==> src/rtl/user_bus_arbiter.sv <==
// Two-master Wishbone arbiter (CPU = m0, DMA = m1) for the user memory slave port.
// Round-robin on ties, cycle-locked grants, and a stall timeout that returns an error pulse.
//
// state | meaning
// IDLE  | no owner, slave outputs driven to 0
// OWN0  | CPU owns the slave until m0_cyc_i drops
// OWN1  | DMA owns the slave until m1_cyc_i drops
`timescale 1ns/1ps
module user_bus_arbiter #(
   parameter int TIMEOUT = 255,
   parameter int CNT_W   = 10
) (
   input  logic        wb_clk_i,
   input  logic        wb_rst_ni,
   input  logic        m0_cyc_i,
   input  logic        m0_stb_i,
   input  logic        m0_we_i,
   input  logic [3:0]  m0_sel_i,
   input  logic [31:0] m0_adr_i,
   input  logic [31:0] m0_dat_i,
   output logic        m0_ack_o,
   output logic        m0_err_o,
   output logic [31:0] m0_dat_o,
   input  logic        m1_cyc_i,
   input  logic        m1_stb_i,
   input  logic        m1_we_i,
   input  logic [3:0]  m1_sel_i,
   input  logic [31:0] m1_adr_i,
   input  logic [31:0] m1_dat_i,
   output logic        m1_ack_o,
   output logic        m1_err_o,
   output logic [31:0] m1_dat_o,
   output logic        s_cyc_o,
   output logic        s_stb_o,
   output logic        s_we_o,
   output logic [3:0]  s_sel_o,
   output logic [31:0] s_adr_o,
   output logic [31:0] s_dat_o,
   input  logic [31:0] s_dat_i,
   input  logic        s_ack_i,
   output logic [1:0]  grant_o,
   output logic [7:0]  timeout_cnt_o
);

   typedef enum logic [1:0] {
      IDLE = 2'd0,
      OWN0 = 2'd1,
      OWN1 = 2'd2
   } state_t;

   localparam logic [CNT_W-1:0] STALL_MAX = CNT_W'(TIMEOUT - 1);

   state_t           state_q, state_d;
   logic             last_q, last_d;
   logic [CNT_W-1:0] stall_q, stall_d;
   logic             err_q, err_d;
   logic [7:0]       tcnt_q, tcnt_d;
   logic             req0, req1;
   logic             stalled, hit;

   assign req0 = m0_cyc_i & m0_stb_i;
   assign req1 = m1_cyc_i & m1_stb_i;

   always_ff @(posedge wb_clk_i or negedge wb_rst_ni) begin
      if (!wb_rst_ni) begin
         state_q <= IDLE;
         last_q  <= 1'b1;
         stall_q <= '0;
         err_q   <= 1'b0;
         tcnt_q  <= 8'd0;
      end else begin
         state_q <= state_d;
         last_q  <= last_d;
         stall_q <= stall_d;
         err_q   <= err_d;
         tcnt_q  <= tcnt_d;
      end
   end

   // last_q: 0 = CPU was granted last, 1 = DMA; a tie goes to the other master
   always_comb begin
      state_d = state_q;
      last_d  = last_q;
      case (state_q)
         IDLE: begin
            if (req0 && req1) begin
               if (last_q) begin
                  state_d = OWN0;
                  last_d  = 1'b0;
               end else begin
                  state_d = OWN1;
                  last_d  = 1'b1;
               end
            end else if (req0) begin
               state_d = OWN0;
               last_d  = 1'b0;
            end else if (req1) begin
               state_d = OWN1;
               last_d  = 1'b1;
            end
         end
         OWN0: if (!m0_cyc_i) state_d = IDLE;
         OWN1: if (!m1_cyc_i) state_d = IDLE;
         default: state_d = IDLE;
      endcase
   end

   // strobe is masked during the error cycle so the slave sees the access abandoned
   always_comb begin
      s_cyc_o  = 1'b0;
      s_stb_o  = 1'b0;
      s_we_o   = 1'b0;
      s_sel_o  = 4'd0;
      s_adr_o  = 32'd0;
      s_dat_o  = 32'd0;
      m0_dat_o = 32'd0;
      m1_dat_o = 32'd0;
      case (state_q)
         OWN0: begin
            s_cyc_o  = m0_cyc_i;
            s_stb_o  = m0_stb_i & ~err_q;
            s_we_o   = m0_we_i;
            s_sel_o  = m0_sel_i;
            s_adr_o  = m0_adr_i;
            s_dat_o  = m0_dat_i;
            m0_dat_o = s_dat_i;
         end
         OWN1: begin
            s_cyc_o  = m1_cyc_i;
            s_stb_o  = m1_stb_i & ~err_q;
            s_we_o   = m1_we_i;
            s_sel_o  = m1_sel_i;
            s_adr_o  = m1_adr_i;
            s_dat_o  = m1_dat_i;
            m1_dat_o = s_dat_i;
         end
         default: ;
      endcase
   end

   assign m0_ack_o = s_ack_i & (state_q == OWN0);
   assign m1_ack_o = s_ack_i & (state_q == OWN1);
   assign m0_err_o = err_q & (state_q == OWN0);
   assign m1_err_o = err_q & (state_q == OWN1);
   assign grant_o  = {state_q == OWN1, state_q == OWN0};
   assign timeout_cnt_o = tcnt_q;

   // an ack on the terminal stall cycle wins over the timeout
   assign stalled = (state_q != IDLE) & s_stb_o & ~s_ack_i;
   assign hit     = stalled & (stall_q == STALL_MAX) & (state_d == state_q);

   always_comb begin
      stall_d = stall_q;
      err_d   = hit;
      tcnt_d  = tcnt_q;
      if ((state_d != state_q) || s_ack_i || hit) begin
         stall_d = '0;
      end else if (stalled) begin
         stall_d = stall_q + 1'b1;
      end
      if (hit && (tcnt_q != 8'hFF)) begin
         tcnt_d = tcnt_q + 8'd1;
      end
   end

endmodule

==> config.mk <==
export PLATFORM = sky130hd
export DESIGN_NAME = user_bus_arbiter
export DESIGN_NICKNAME = d
export VERILOG_FILES = /design/src/rtl/user_bus_arbiter.sv
export SDC_FILE = /design/constraint.sdc
export NUM_CORES = 1
export LEC_CHECK = 0
export CORE_AREA = 3 3 127 129
export CTS_BUF_LIST = sky130_fd_sc_hd__clkbuf_4
export CTS_CLUSTER_SIZE = 16
export DETAILED_ROUTE_END_ITERATION = 8
export DIE_AREA = 0 0 130 132
export PLACE_DENSITY_LB_ADDON = 0.15
export SKIP_CTS_REPAIR_TIMING = 1
export SKIP_LAST_GASP = 1
export SLEW_MARGIN = 20
export SYNTH_ARGS = -nofsm -noshare
export SYNTH_HDL_FRONTEND = slang
export SYNTH_SLANG_ARGS = --single-unit
==> constraint.sdc <==
create_clock -name wb_clk_i -period 3.6 [get_ports wb_clk_i]
set_input_delay 0.72 -clock wb_clk_i [delete_from_list [all_inputs] [get_ports wb_clk_i]]
set_output_delay 0.72 -clock wb_clk_i [all_outputs]
set_load 0.1 [all_outputs]
* Yosys cells after proc, flatten, opt, wreduce, memory -nomap -nowiden
Cells that the tools add are included.
** Storage, ports and cells
- Register bits :: 22
- Input port bits :: 177
- Output and inout bits :: 149
- Logic and storage cells :: 57
** Operators by class
- $add $sub $neg :: 2
- Equal/unequal tests :: 6
- Multiplexer cells :: 21
- Bitwise operators :: 14
- Reductions and logical operators :: 9
** Operators by type and width (count)
- $pmux W32 S2 :: 2
- $mux W32 :: 2
- $mux W10 :: 2
- $and A1 B1 Y1 :: 12
- $mux W2 :: 6
- $add A10 B1 Y10 const B :: 1
- $eq A10 B8 Y1 const B :: 1
- $add A8 B1 Y8 const B :: 1
- $ne A8 B8 Y1 const B :: 1
- $pmux W4 S2 :: 1
- $pmux W1 S2 :: 3
- $pmux W2 S3 :: 1
- $mux W1 :: 4
- $reduce_bool A2 Y1 :: 2
- $reduce_bool A3 Y1 :: 1
- $eq A2 B1 Y1 const B :: 1
- $eq A2 B2 Y1 :: 1
- $eq A2 B2 Y1 const B :: 1
- $logic_and A1 B1 Y1 :: 2
- $logic_not A2 Y1 :: 1
- $logic_or A1 B1 Y1 :: 2
- $ne A2 B2 Y1 :: 1
- $not A1 Y1 :: 2
- $reduce_and A2 Y1 :: 1

* Depth between registers and ports, before layout
- Depth in word-level cells :: 9
- Depth in mapped cells :: 9
- Mapped depth without buffers :: 7

* Worst setup path before layout
No wires, ideal clock.
- Kind :: register -> output
- Start :: register state_q[0]
- End :: output port s_stb_o
- Data arrival time :: 3.965 ns
- Required time :: 2.880 ns
- Slack :: -1.085 ns
- Cell stages (with the launch flop) :: 6
- Path buffers :: 1
- Cells stage by stage :: dfrtp_1 -> inv_1 -> ha_1 -> buf_4 -> mux2i_1 -> nor3b_1
** On the way
- Longest elaborated chain between the ends :: 2
- Elaborated cells on any way between the ends :: 3
- Those cells by class :: eq/ne: 2; mux: 1
** Ends and longest elaborated chain
- start: declaration :: RTL line 53 : state_t state_q, state_d;
- start signal: assignment :: RTL line 72 : state_q <= state_d;
- $eq A2 B2 Y1
- named net grant_o[1] :: RTL line 41 : output logic [1:0] grant_o,
- $pmux W1 S2 :: RTL line 118 : case (state_q)
- end: declaration :: RTL line 34 : output logic s_stb_o,
The timed path passes the listed nets, and every way through them passes these cells.

* Worst setup path in the final report
- Start :: register state_q[1]
- End :: output port s_adr_o[13]
** On the way
- Longest elaborated chain between the ends :: 2
- Elaborated cells on any way between the ends :: 3
- Those cells by class :: eq/ne: 2; mux: 1
** Ends and longest elaborated chain
- $eq A2 B2 Y1 or $eq A2 B1 Y1 (tied branches) :: RTL line 118
- $pmux W32 S2 * :: RTL line 118
- end: declaration :: RTL line 37 : output logic [31:0] s_adr_o,
Mark *: on every way between the ends. The rest lies on a longest branch, timed or not.

==> impl_metrics.ini <==
[worst_setup_path]
worst_path_largest_cell_delay_ns = 0.49
cpMaxStageDelayCell = dfrtp_1
cell_depth_of_the_worst_setup_path = 6
cp.buffers_inverters = 3
crit_arrival_ns = 2.28
rr_endpoint = stall_q[1]
setup.worst_path.class = register to primary output
rr_startpoint = state_q[0]
worst_r2r_path_depth = 8
crit_required_ns = 2.88
worst_setup_path_endpoint = s_adr_o[13]
timing.critical_path.to_type = primary output
ff2ff_setup_slack_ns = 1.01
crit_path_cell_trace = inv_1, ha_4, buf_12, a22oi_1, nor2b_4, buf_12
critical_path_fanouts_max = 50
critPathMostFrequentCell = buf_12
critical-path-top-delay-family = buffers and inverters
startpoint_type = register
critical_path.startpoint = state_q[1]

[routing]
avgViaCountPerCell = 4.632
drt_first_pass_iters = 4
ant_nets = 0
detail_route.iter0.violations = 193
route.detailed.drc = 0
total_wire_length_after_detailed_routing_um = 15710
route.vias.total = 3956
drt-wirelength-per-cell_um = 18.40

[clock_tree]
cts_h_tree_depth = 1
tritoncts.num_buffers = 3
clock_sinks = 22
cts_tree = done
cts_root_buf = clkbuf_4
max-clock-path-buffers = 2
clock_latency_ns = 0.32
clock_pin_slew_on_the_worst_setup_and_hold_paths_ns = 0.14

[final_layout]
num-nets-final = 851
finalNonFillerCells = 854
fill_cells = 1395
drive_gt1_frac = 0.3649
regArea_um2 = 551.8
combined_area_of_the_multi_input_logic_cells_um2 = 2495
area_delta_synth_final_pct = 156.9
final_design_area_no_fill_um2 = 7189
antenna_cells_inserted = 0

[power_and_ir_drop]
vdd_ir_drop_max_mv = 0.4468
pwr_density_cell_nw_per_um2 = 833.7
total_leakage_power_nw = 2.885

[yosys]
synth-edff-count = 0
postSynth.topFlopCell = dfrtp_1
synth.yosys.seq_area_share = 0.1971
syn-num-nets = 549
synth_top_cell_by_area = dfrtp_1
yosys.area.top_type_share = 0.1878
synth_top_cells_by_area = dfrtp_1 19%, a22oi_1 19%, and2_1 16%
postSynthCellCount = 365
synthesis.yosys.warnings = 0
synth_seq_cells = 22
async_flop_share = 1.000
syn_area_um2 = 2799
post_synth.cell_area_avg_um2 = 7.668
ys_top_cells_by_count = 70 x and2_1, 70 x nor2b_1, 69 x a22oi_1
yosysUniqueCellTypes = 42

[timing]
timing.final.hold_violations = 0
relSlewSlack = 0.3474
finalCriticalPeriod_ns = 2.997
report.final.setup_viol = 0
tns_ns = 0
maxClockFrequency_mhz = 333.7
rsz0062_at_grt = no
report.final.slew_viol_count = 0
finClkSkew_ns = 0.02257
finalCritPeriodShare = 0.8324
hold_ws_ns = 0.3514
tightest_slew_ns = 0.9758

[global_route]
number_of_antenna_violations_at_the_first_check_in_global_routing = 0
pin_count_of_the_biggest_net_entering_global_routing = 63
grt_util_all_layers = 0.1700
grt_pass1_wl_um = 23010
globalRouteOverflowTotal = 0
first_global_vias = 4055

[floorplanning]
die_height_um = 132
core_area_um2 = 15150
placement_row_count = 45
boundaryPins = 326
floorplan.die_area_um2 = 17160
floorplan.die.width_um = 130
initial_core_util = 0.1848

[place]
placed_cell_area_um2 = 7168
placed_cells_incl_taps = 850
detailedPlacementHpwl_um = 13000
numPortBuffers = 325
place_congestion = 0.8279

[worst_hold_path]
hp-class = input pin to asynchronous set/reset pin

[run_status]
result_of_the_run = finished, final reports clean

[run]
drv.max_cap_violation_count = 0
==> flip-flops by register name, indices dropped and copies added, names as in the netlist <==
register	cells
timeout_cnt_o	8
state_q	2
stall_q	10
last_q	1
err_q	1
==> cell usage in the layout, fill, tap and decap left out, types with 4 or more instances in the layout <==
cell type / instances
a21oi_1: 4
a22oi_1: 69
and2_1: 62
and2_2: 8
and3_1: 5
buf_12: 74
buf_4: 73
clkdlybuf4s50_1: 183
dfrtp_1: 21
ha_1: 4
inv_1: 4
nand2_1: 6
nand3_1: 7
nand4_1: 6
nor2_1: 11
nor2b_2: 34
nor2b_4: 36
nor4_1: 7
xor2_1: 15
==> stage by stage <==
step                      power (mW)    util  setup slack, ns
after floorplan                4.203       -         -0.09386
after global placement         5.911  0.4733           0.8095
after detailed placement       5.920  0.4733           0.7748
after CTS                      6.054  0.4750           0.5523
after global routing           6.214  0.4747           0.3970
final                          5.994  0.4747           0.6035
==> cell families (layout without fill, tap and decap cells) <==
| kind of cell | after synthesis | after routing | synth area share |
|---|---|---|---|
| muxes | 2 | 2 | 0.007599 |
| and+or+nand+nor | 196 | 196 | 0.4305 |
| buffers and inverters | 38 | 339 | 0.05364 |
| adders and majority gates | 7 | 7 | 0.03129 |
| DFF | 22 | 22 | 0.1971 |
| AOI/OAI and AO/OA | 84 | 84 | 0.2298 |
| xor gates and xnor gates | 16 | 16 | 0.05007 |
==> how the worst min path moves through the flow <==
stage | from | end | slack (ns)
after global placement | stall_q[5] | stall_q[5] | 0.52
after detailed placement | timeout_cnt_o[3] | timeout_cnt_o[3] | 0.51
after CTS | timeout_cnt_o[3] | timeout_cnt_o[3] | 0.53
after floorplan | wb_rst_ni | err_q | 0.42
final | wb_rst_ni | err_q | 0.35
after global routing | wb_rst_ni | timeout_cnt_o[4] | 0.36
==> layout make-up <==
| type | instances | share of cell area |
|---|---|---|
| Tap cell | 188 | 0.03272 |
| Multi-Input combinational cell | 305 | 0.3470 |
| Clock buffer | 3 | 0.003133 |
| Sequential cell | 22 | 0.07675 |
| Inverter | 4 | 0.002088 |
| Clock inverter | 1 | 0.0005221 |
| Timing Repair Buffer | 331 | 0.5378 |
==> layer usage <==
| layer | vias to the layer above | wire length (µm) | track usage |
|---|---|---|---|
| met5 | - | 0 | 0 |
| met4 | 0 | 86 | 0.01443 |
| met3 | 4 | 1395 | 0.03971 |
| met2 | 203 | 8628 | 0.3355 |
| met1 | 1855 | 5600 | 0.1875 |
| li1 | 1894 | - | - |
==> power by group <==
part / switching [mW] / leakage [nW] / internal [mW]
clock network: 0.0752 / 0.0154 / 0.0405
logic: 3.71 / 2.57 / 1.87
registers: 0.0261 / 0.302 / 0.268
total: 3.81 / 2.89 / 2.18
(Power assumes the default switching activity.)
